**src/rtl/p4_operand_fetch_pkg.sv**
```systemverilog
// Shared constants for the operand-fetch stage and the shifter it feeds.
// Holds operand widths, FSM encoding and the shift codes.
package p4_operand_fetch_pkg;

  localparam int DATA_W  = 16;
  localparam int REG_CNT = 8;
  localparam int ADDR_W  = $clog2(REG_CNT);

  typedef enum logic [1:0] {
    IDLE   = 2'd0,
    READ_A = 2'd1,
    READ_B = 2'd2,
    HOLD   = 2'd3
  } state_t;

  localparam logic [1:0] SH_NONE = 2'b00;
  localparam logic [1:0] SH_LSL1 = 2'b01;
  localparam logic [1:0] SH_LSR1 = 2'b10;
  localparam logic [1:0] SH_ASR1 = 2'b11;

endpackage

```
**src/rtl/p4_regfile.sv**
```systemverilog
// 8x16 register file: one clocked write port, one combinational read port.
// Read latency 0; write visible the cycle after the edge (no bypass).
// No backpressure; reset clears every entry and drops a coincident write.
module p4_regfile
  import p4_operand_fetch_pkg::*;
(
  input  logic              clk,
  input  logic              reset,
  input  logic              write,
  input  logic [ADDR_W-1:0] writenum,
  input  logic [DATA_W-1:0] data_in,
  input  logic [ADDR_W-1:0] readnum,
  output logic [DATA_W-1:0] data_out
);

  logic [DATA_W-1:0] regs [REG_CNT];

  always_ff @(posedge clk) begin
    if (reset) begin
      regs <= '{default: '0};
    end else if (write) begin
      regs[writenum] <= data_in;
    end
  end

  assign data_out = regs[readnum];

endmodule

```
**src/rtl/p4_operand_fetch.sv**
```systemverilog
// Operand fetch: reads Rn then Rm through one read port and presents A/B/shift.
// Latency: start in cycle 0 gives valid from cycle 3; one pair per 3 cycles.
// Backpressure: HOLD keeps outputs stable until ready; start is dropped unless accepted.
module p4_operand_fetch
  import p4_operand_fetch_pkg::*;
(
  input  logic              clk,
  input  logic              reset,
  input  logic              start,
  input  logic [ADDR_W-1:0] rn,
  input  logic [ADDR_W-1:0] rm,
  input  logic [1:0]        shift_in,
  output logic              busy,
  output logic              valid,
  input  logic              ready,
  output logic [DATA_W-1:0] a_out,
  output logic [DATA_W-1:0] b_out,
  output logic [1:0]        shift_out,
  input  logic              write,
  input  logic [ADDR_W-1:0] writenum,
  input  logic [DATA_W-1:0] data_in
);

  state_t              state_q, state_d;
  logic [ADDR_W-1:0]   rn_q, rm_q, readnum;
  logic [1:0]          shift_q;
  logic [DATA_W-1:0]   rd_data;
  logic                accept;

  p4_regfile u_regfile (
    .clk      (clk),
    .reset    (reset),
    .write    (write),
    .writenum (writenum),
    .data_in  (data_in),
    .readnum  (readnum),
    .data_out (rd_data)
  );

  always_comb begin
    state_d = state_q;
    readnum = rn_q;
    accept  = 1'b0;
    case (state_q)
      IDLE: begin
        if (start) begin
          accept  = 1'b1;
          state_d = READ_A;
        end
      end
      READ_A: state_d = READ_B;
      READ_B: begin
        readnum = rm_q;
        state_d = HOLD;
      end
      HOLD: begin
        // A new request is only taken in the same cycle the current pair retires.
        if (ready) begin
          if (start) begin
            accept  = 1'b1;
            state_d = READ_A;
          end else begin
            state_d = IDLE;
          end
        end
      end
      default: state_d = IDLE;
    endcase
  end

  always_ff @(posedge clk) begin
    if (reset) begin
      state_q   <= IDLE;
      valid     <= 1'b0;
      busy      <= 1'b0;
      rn_q      <= '0;
      rm_q      <= '0;
      shift_q   <= SH_NONE;
      a_out     <= '0;
      b_out     <= '0;
      shift_out <= SH_NONE;
    end else begin
      state_q <= state_d;
      valid   <= (state_d == HOLD);
      busy    <= (state_d == READ_A) || (state_d == READ_B);
      if (accept) begin
        rn_q    <= rn;
        rm_q    <= rm;
        shift_q <= shift_in;
      end
      if (state_q == READ_A) begin
        a_out <= rd_data;
      end
      if (state_q == READ_B) begin
        b_out     <= rd_data;
        shift_out <= shift_q;
      end
    end
  end

endmodule

```
**config.mk**
```make
export PLATFORM = sky130hd
export DESIGN_NAME = p4_operand_fetch
export DESIGN_NICKNAME = d
export VERILOG_FILES = /design/src/rtl/p4_operand_fetch_pkg.sv /design/src/rtl/p4_regfile.sv /design/src/rtl/p4_operand_fetch.sv
export SDC_FILE = /design/constraint.sdc
export NUM_CORES = 1
export LEC_CHECK = 0
export CORE_AREA = 4 4 105 156
export DETAILED_ROUTE_END_ITERATION = 10
export DIE_AREA = 0 0 109 160
export DONT_BUFFER_PORTS = 1
export PLACE_DENSITY = 0.76
export SYNTH_ARGS = -nofsm -noshare
export SYNTH_HDL_FRONTEND = slang
export SYNTH_SLANG_ARGS = --single-unit
```
**constraint.sdc**
```tcl
create_clock -name clk -period 6.4 [get_ports clk]
set_clock_uncertainty 0.1 [all_clocks]
set_input_delay 1.92 -clock clk [delete_from_list [all_inputs] [get_ports clk]]
set_output_delay 1.92 -clock clk [all_outputs]
set_load 0.01 [all_outputs]
```
* Word level (Yosys, flattened, before mapping)
Index checks and enable logic that the tools add are counted.
** Storage, ports and cells
- Input port bits :: 32
- Flip-flop bits (word level) :: 174
- Output and inout port bits :: 36
** Cells by class
- Multiplexer cells :: 14
- Bitwise logic cells :: 2
- $lt $le $gt $ge :: 3
- Equal/unequal tests :: 6
- Reductions and logical operators :: 3
** Operator list (number)
- 128-bit bitwise mux :: 1
- 16-bit binary-select mux with 3-bit select :: 1
- 16-bit demux with 3-bit select :: 1
- 16-bit two-way mux :: 3
- 2-bit equality test (second input constant) :: 4
- 4-bit >= comparator (second input constant) :: 2
- 3-bit NOT with 4-bit output :: 2
- 2-bit one-hot mux with 4 select lines :: 1
- 2-bit by 1-bit equality test with 1-bit output (second input constant) :: 2
- 4-bit by 1-bit less-than comparator with 1-bit output (second input constant) :: 1
- 2-bit two-way mux :: 2
- 1-bit two-way mux :: 3
- 3-bit two-way mux :: 1
- 2-bit zero test :: 1
- 1-bit one-hot mux with 2 select lines :: 1
- 1-bit logical AND :: 1
- 1-bit logical OR :: 1

* Logic depth before layout (Yosys ltp)
- Word-level depth :: 6
- Mapped depth :: 10
- Depth with buffers taken out :: 8

* Hierarchy
From an unflattened synthesis, not the netlist that was laid out.
** Second synthesis, totals
- Cells, all modules :: 825
- Area, all modules :: 7503.4 µm²
** Modules (own cells, without submodules)
- p4_regfile :: instances 1, cells an instance 647, seq. area each 2562.5 µm², area each 5644.2 µm²
- p4_operand_fetch :: instances 1, cells an instance 178, seq. area each 920.9 µm², area each 1859.3 µm²

* Least setup slack after synthesis
No wires, ideal clock.
- Path type :: input to register
- Start point :: in writenum[2]
- End point :: reg u_regfile.regs[101] (netlist name)
- Setup slack :: 3178 ps
- Setup time :: 70 ps
- Stages on the path :: 5
- Buffers on the path :: 2
- Data arrival time :: 3052 ps
- Path through :: clkbuf_1 -> nor3_1 -> clkbuf_1 -> nand2_1 -> a21oi_1
** Between the ends
- Cells in the longest elaborated chain, start to end :: 6
** RTL lines
- from (decl) :: RTL line p4_operand_fetch.sv:20 : input logic [ADDR_W-1:0] writenum,
- 3-bit NOT with 4-bit output (not written as such) * :: RTL line p4_regfile.sv:22 : regs[writenum] <= data_in;
- 4-bit >= comparator (not written as such) / 4-bit by 1-bit less-than comparator with 1-bit output (equally long branches) :: RTL line p4_regfile.sv:22
- 1-bit logical AND (not written as such) :: RTL line p4_regfile.sv:22
- 16-bit two-way mux (not written as such) :: RTL line p4_regfile.sv:22
- 16-bit demux with 3-bit select * :: RTL line p4_regfile.sv:22
- 128-bit bitwise mux * :: RTL line p4_regfile.sv:22
- to (signal, indexed assignment) :: RTL line p4_regfile.sv:22
- to (decl) :: RTL line p4_regfile.sv:16 : logic [DATA_W-1:0] regs [REG_CNT];
Mark *: on every way between the ends. The rest lies on a longest branch, timed or not.
A chain may end at the register's enable or synchronous reset.

* Worst setup path in the final report
- Start point :: reg state_q[0]
- End point :: reg b_out[15]
** Between the ends
- Cells in the longest elaborated chain, start to end :: 6
** RTL lines
- from (decl) :: RTL line p4_operand_fetch.sv:24 : state_t state_q, state_d;
- from (signal assigned) :: RTL line p4_operand_fetch.sv:83 : state_q <= state_d;
- 2-bit equality test * :: RTL line p4_operand_fetch.sv:44, p4_operand_fetch.sv:94
- 3-bit two-way mux :: RTL line p4_operand_fetch.sv:44 : case (state_q)
- 3-bit NOT with 4-bit output (not written as such) :: RTL line p4_regfile.sv:26 : assign data_out = regs[readnum];
- 16-bit binary-select mux with 3-bit select :: RTL line p4_regfile.sv:26
- 16-bit two-way mux (not written as such) (2 in a row) :: RTL line p4_regfile.sv:26
- to (signal assigned) :: RTL line p4_operand_fetch.sv:95 : b_out <= rd_data;
- to (decl) :: RTL line p4_operand_fetch.sv:17 : output logic [DATA_W-1:0] b_out,
Mark *: on every way between the ends. The rest lies on a longest branch, timed or not. The select of a mux whose other input is x is not followed.

==> results.ini <==
[logic_synthesis]
synth_compound_area_share_pct=21.1
synthMuxAreaShare_pct=2.59
synthAdderAreaFrac_pct=1.08
yosys_warnings=0
yosysSeqAreaShare_pct=43.0
synth.avg_cell_area_sq_um=7.38
synth-simple-area-share_pct=26.5
synthesis.nets=1137
synth_seq_cells=174
synth_top_family_by_area=simple AND/OR/NAND/NOR gates
synth_area_sq_um=8100
synthDistinctLibCells=38
synth-xor-area-share_pct=0
synthCells=1098

[timing]
finalCritPeriodShare_pct=54.4
hold_slack_ns=0.353
finalHoldViolCount=0
period_minus_slack_ns=3.48
setup_tns_ns=0
fmax_ghz=0.287
finalSetupViolations=0
rsz0062_at_grt=no
fin_ws_ns=2.92
slew_headroom_pct=17.7
slew_viol_final=0
tightest_slew_ns=1.23

[route]
antenna_left=0
num_vias=7580
drt-total-wl_mm=24.2
drt_iter0_markers=923
via_per_inst=6.08
routedWlPerCell_um=19.4
route.detailed.drc=0
firstDrtPassIters=6

[power_and_ir_drop]
p_switching_uw=710
power_leakage_uw=0.00287
sw_frac_of_total_pct=28.0
p_clk_share_pct=40.4
power_density_nw_per_um2=294
peakVddDrop_mv=0.191
p_int_uw=1830
pwr-share-comb_pct=13.1
seqPwrFrac_pct=46.5

[clocking]
cts-resized-gates=0
cts-hold-fix-buffers=0
post_cts_buffers=0
cts_root_buf=clkbuf_16
insertion_delay_ns=0.43
cts_max_path_buffers=2
numClockSinks=174
cts_made_buffers=17
path_clk_slew_ns=0.07
cts_htree_levels=4
cts_tree=built

[die]
start_util_pct=53.8
die_x_um=109
core.rowCount=55
die_y_um=160
io_pins=68
core_sq_um=15100
dieArea_sq_um=17400

[layout]
post_route_cells_drive_above_1_share_pct=5.53
num-nets-final=1074
design_area_sq_um=8630
most-common-layout-cells=nand2_1, dfxtp_1, nor2_1, a21oi_1, nand2b_1
final_common_cell=nand2_1
n_antenna_cell=0
synthToLayoutAreaGrowth_pct=6.53
fill_cells=1410

[critical_path]
crit_slowest_cell=mux4_2
slowest_delay_ns=0.56
worstPathArrival_ns=3.67
reg2reg_depth=7
end_kind=register
cp_num_buf_inv=2
reg2reg_to=b_out[15]
critPathKind=register to register
cp_max_fo=43
required_ns=6.59
r2r_start=state_q[0]
regToRegSetupSlack_ns=2.92
crit_path_start_kind=register
path_cells=inv_1, ha_2, buf_4, mux2_4, mux4_2, mux2i_1, a211oi_1
cp_top_family=multiplexers

[worst_hold_path]
hp-class=register to register
min_to=u_regfile.regs[72]
hold_start=u_regfile.regs[72]
hold_path_depth=2

[global_routing]
grt_usage_pct=27.9
grt_max_degree=175
grt_overflow=0
first_global_vias=6993
grt_pass1_wl_mm=37.9
antenna_found_initial=0

[placement]
pre_cts_ws_ns=2.87
io_buffers=0
dp_hpwl_mm=14.7
place_congestion=0.844
place_area_sq_um=8050

[run]
maxCapViolations=0

[run_status]
run_status=finished clean

-- worst min-delay path, stage by stage, from the launching register on --
cell	delay, ns
dfxtp_1	0.31
nand2_1	0.05
a21oi_1	0.05
-- state kept, by name (all words and copies together), names as in the netlist --
| name | flops |
|---|---|
| a_out | 16 |
| b_out | 16 |
| busy | 1 |
| rm_q | 3 |
| rn_q | 3 |
| shift_out | 2 |
| shift_q | 2 |
| state_q | 2 |
| u_regfile.regs | 128 |
| valid | 1 |
-- Yosys cell counts (all sizes together) --
cell / n / area share (%)
ha: 7 / 1.1
nand4: 1 / 0.077
a32oi: 4 / 0.43
o21ai: 33 / 2.0
o22a: 1 / 0.11
mux4: 2 / 0.56
clkbuf: 77 / 3.8
nand2b: 33 / 2.5
nor2: 155 / 7.2
nor3: 13 / 0.80
a211oi: 10 / 0.93
nor2b: 8 / 0.62
inv: 6 / 0.28
nand2: 276 / 13
and2: 1 / 0.077
a21oi: 145 / 9.0
or2b: 7 / 0.65
buf: 19 / 1.6
a221o: 11 / 1.4
o211ai: 1 / 0.093
o32a: 1 / 0.12
o21bai: 11 / 1.0
dfxtp: 174 / 43
mux2i: 12 / 1.5
o221ai: 18 / 1.9
nand3: 26 / 1.6
mux2: 3 / 0.51
a22oi: 18 / 1.7
a311oi: 22 / 2.4
nor3b: 2 / 0.19
a31oi: 1 / 0.077
-- cell families (layout without fill, tap and decap cells) --
logic type	count (synthesis)	in the layout
AND/OR/NAND/NOR	522	522
adder cells (fa/ha/maj)	7	7
flip-flops	174	174
multiplexers	17	17
buffers and inverters	102	52
AO/OA/AOI/OAI	276	276
-- per-layer routing --
| metal | global-route usage (%) | wire (um) |
|---|---|---|
| met5 | 0 | 0 |
| met4 | 13.9 | 898 |
| met3 | 6.83 | 2250 |
| met2 | 45.8 | 12000 |
| met1 | 33.6 | 9060 |
-- through the flow --
stage | total power, uW | instances | utilization, %
after floorplan | 1470 | 1098 | -
final | 2540 | 1247 | 57.3
after global routing | 2630 | 1247 | 57.3
after CTS | 2540 | 1247 | 57.3
after global placement | 1520 | 1215 | 53.4
after detailed placement | 1530 | 1215 | 53.4
-- power by group through the flow --
stage	clock (uW)	sequential, uW	combinational [uW]
global placement	0	1200	318
floorplan	0	1180	281
finish	1020	1180	332
detailed placement	0	1200	325
CTS	1030	1180	327
global route	1080	1180	366
-- final cells by class --
| type | count | area, sq um | area share [%] |
|---|---|---|---|
| clock inverter | 11 | 108 | 1.25 |
| tap | 199 | 249 | 2.88 |
| sequential | 174 | 3490 | 40.4 |
| inverter | 6 | 22.5 | 0.261 |
| clock buffer | 21 | 480 | 5.57 |
| multi-input combinational | 822 | 4180 | 48.4 |
| timing repair buffer | 14 | 105 | 1.22 |
-- how the worst max path moves through the flow --
stage / start / end / cells after the start
2_1_floorplan: writenum[2] / u_regfile.regs[101] / 5
3_3_place_gp: writenum[0] / u_regfile.regs[56] / 4
3_5_place_dp: writenum[0] / u_regfile.regs[51] / 4
4_1_cts: state_q[0] / b_out[15] / 7
5_1_grt: state_q[0] / b_out[15] / 7
6_report: state_q[0] / b_out[15] / 7
No activity file was read; power rests on OpenSTA's default activity.
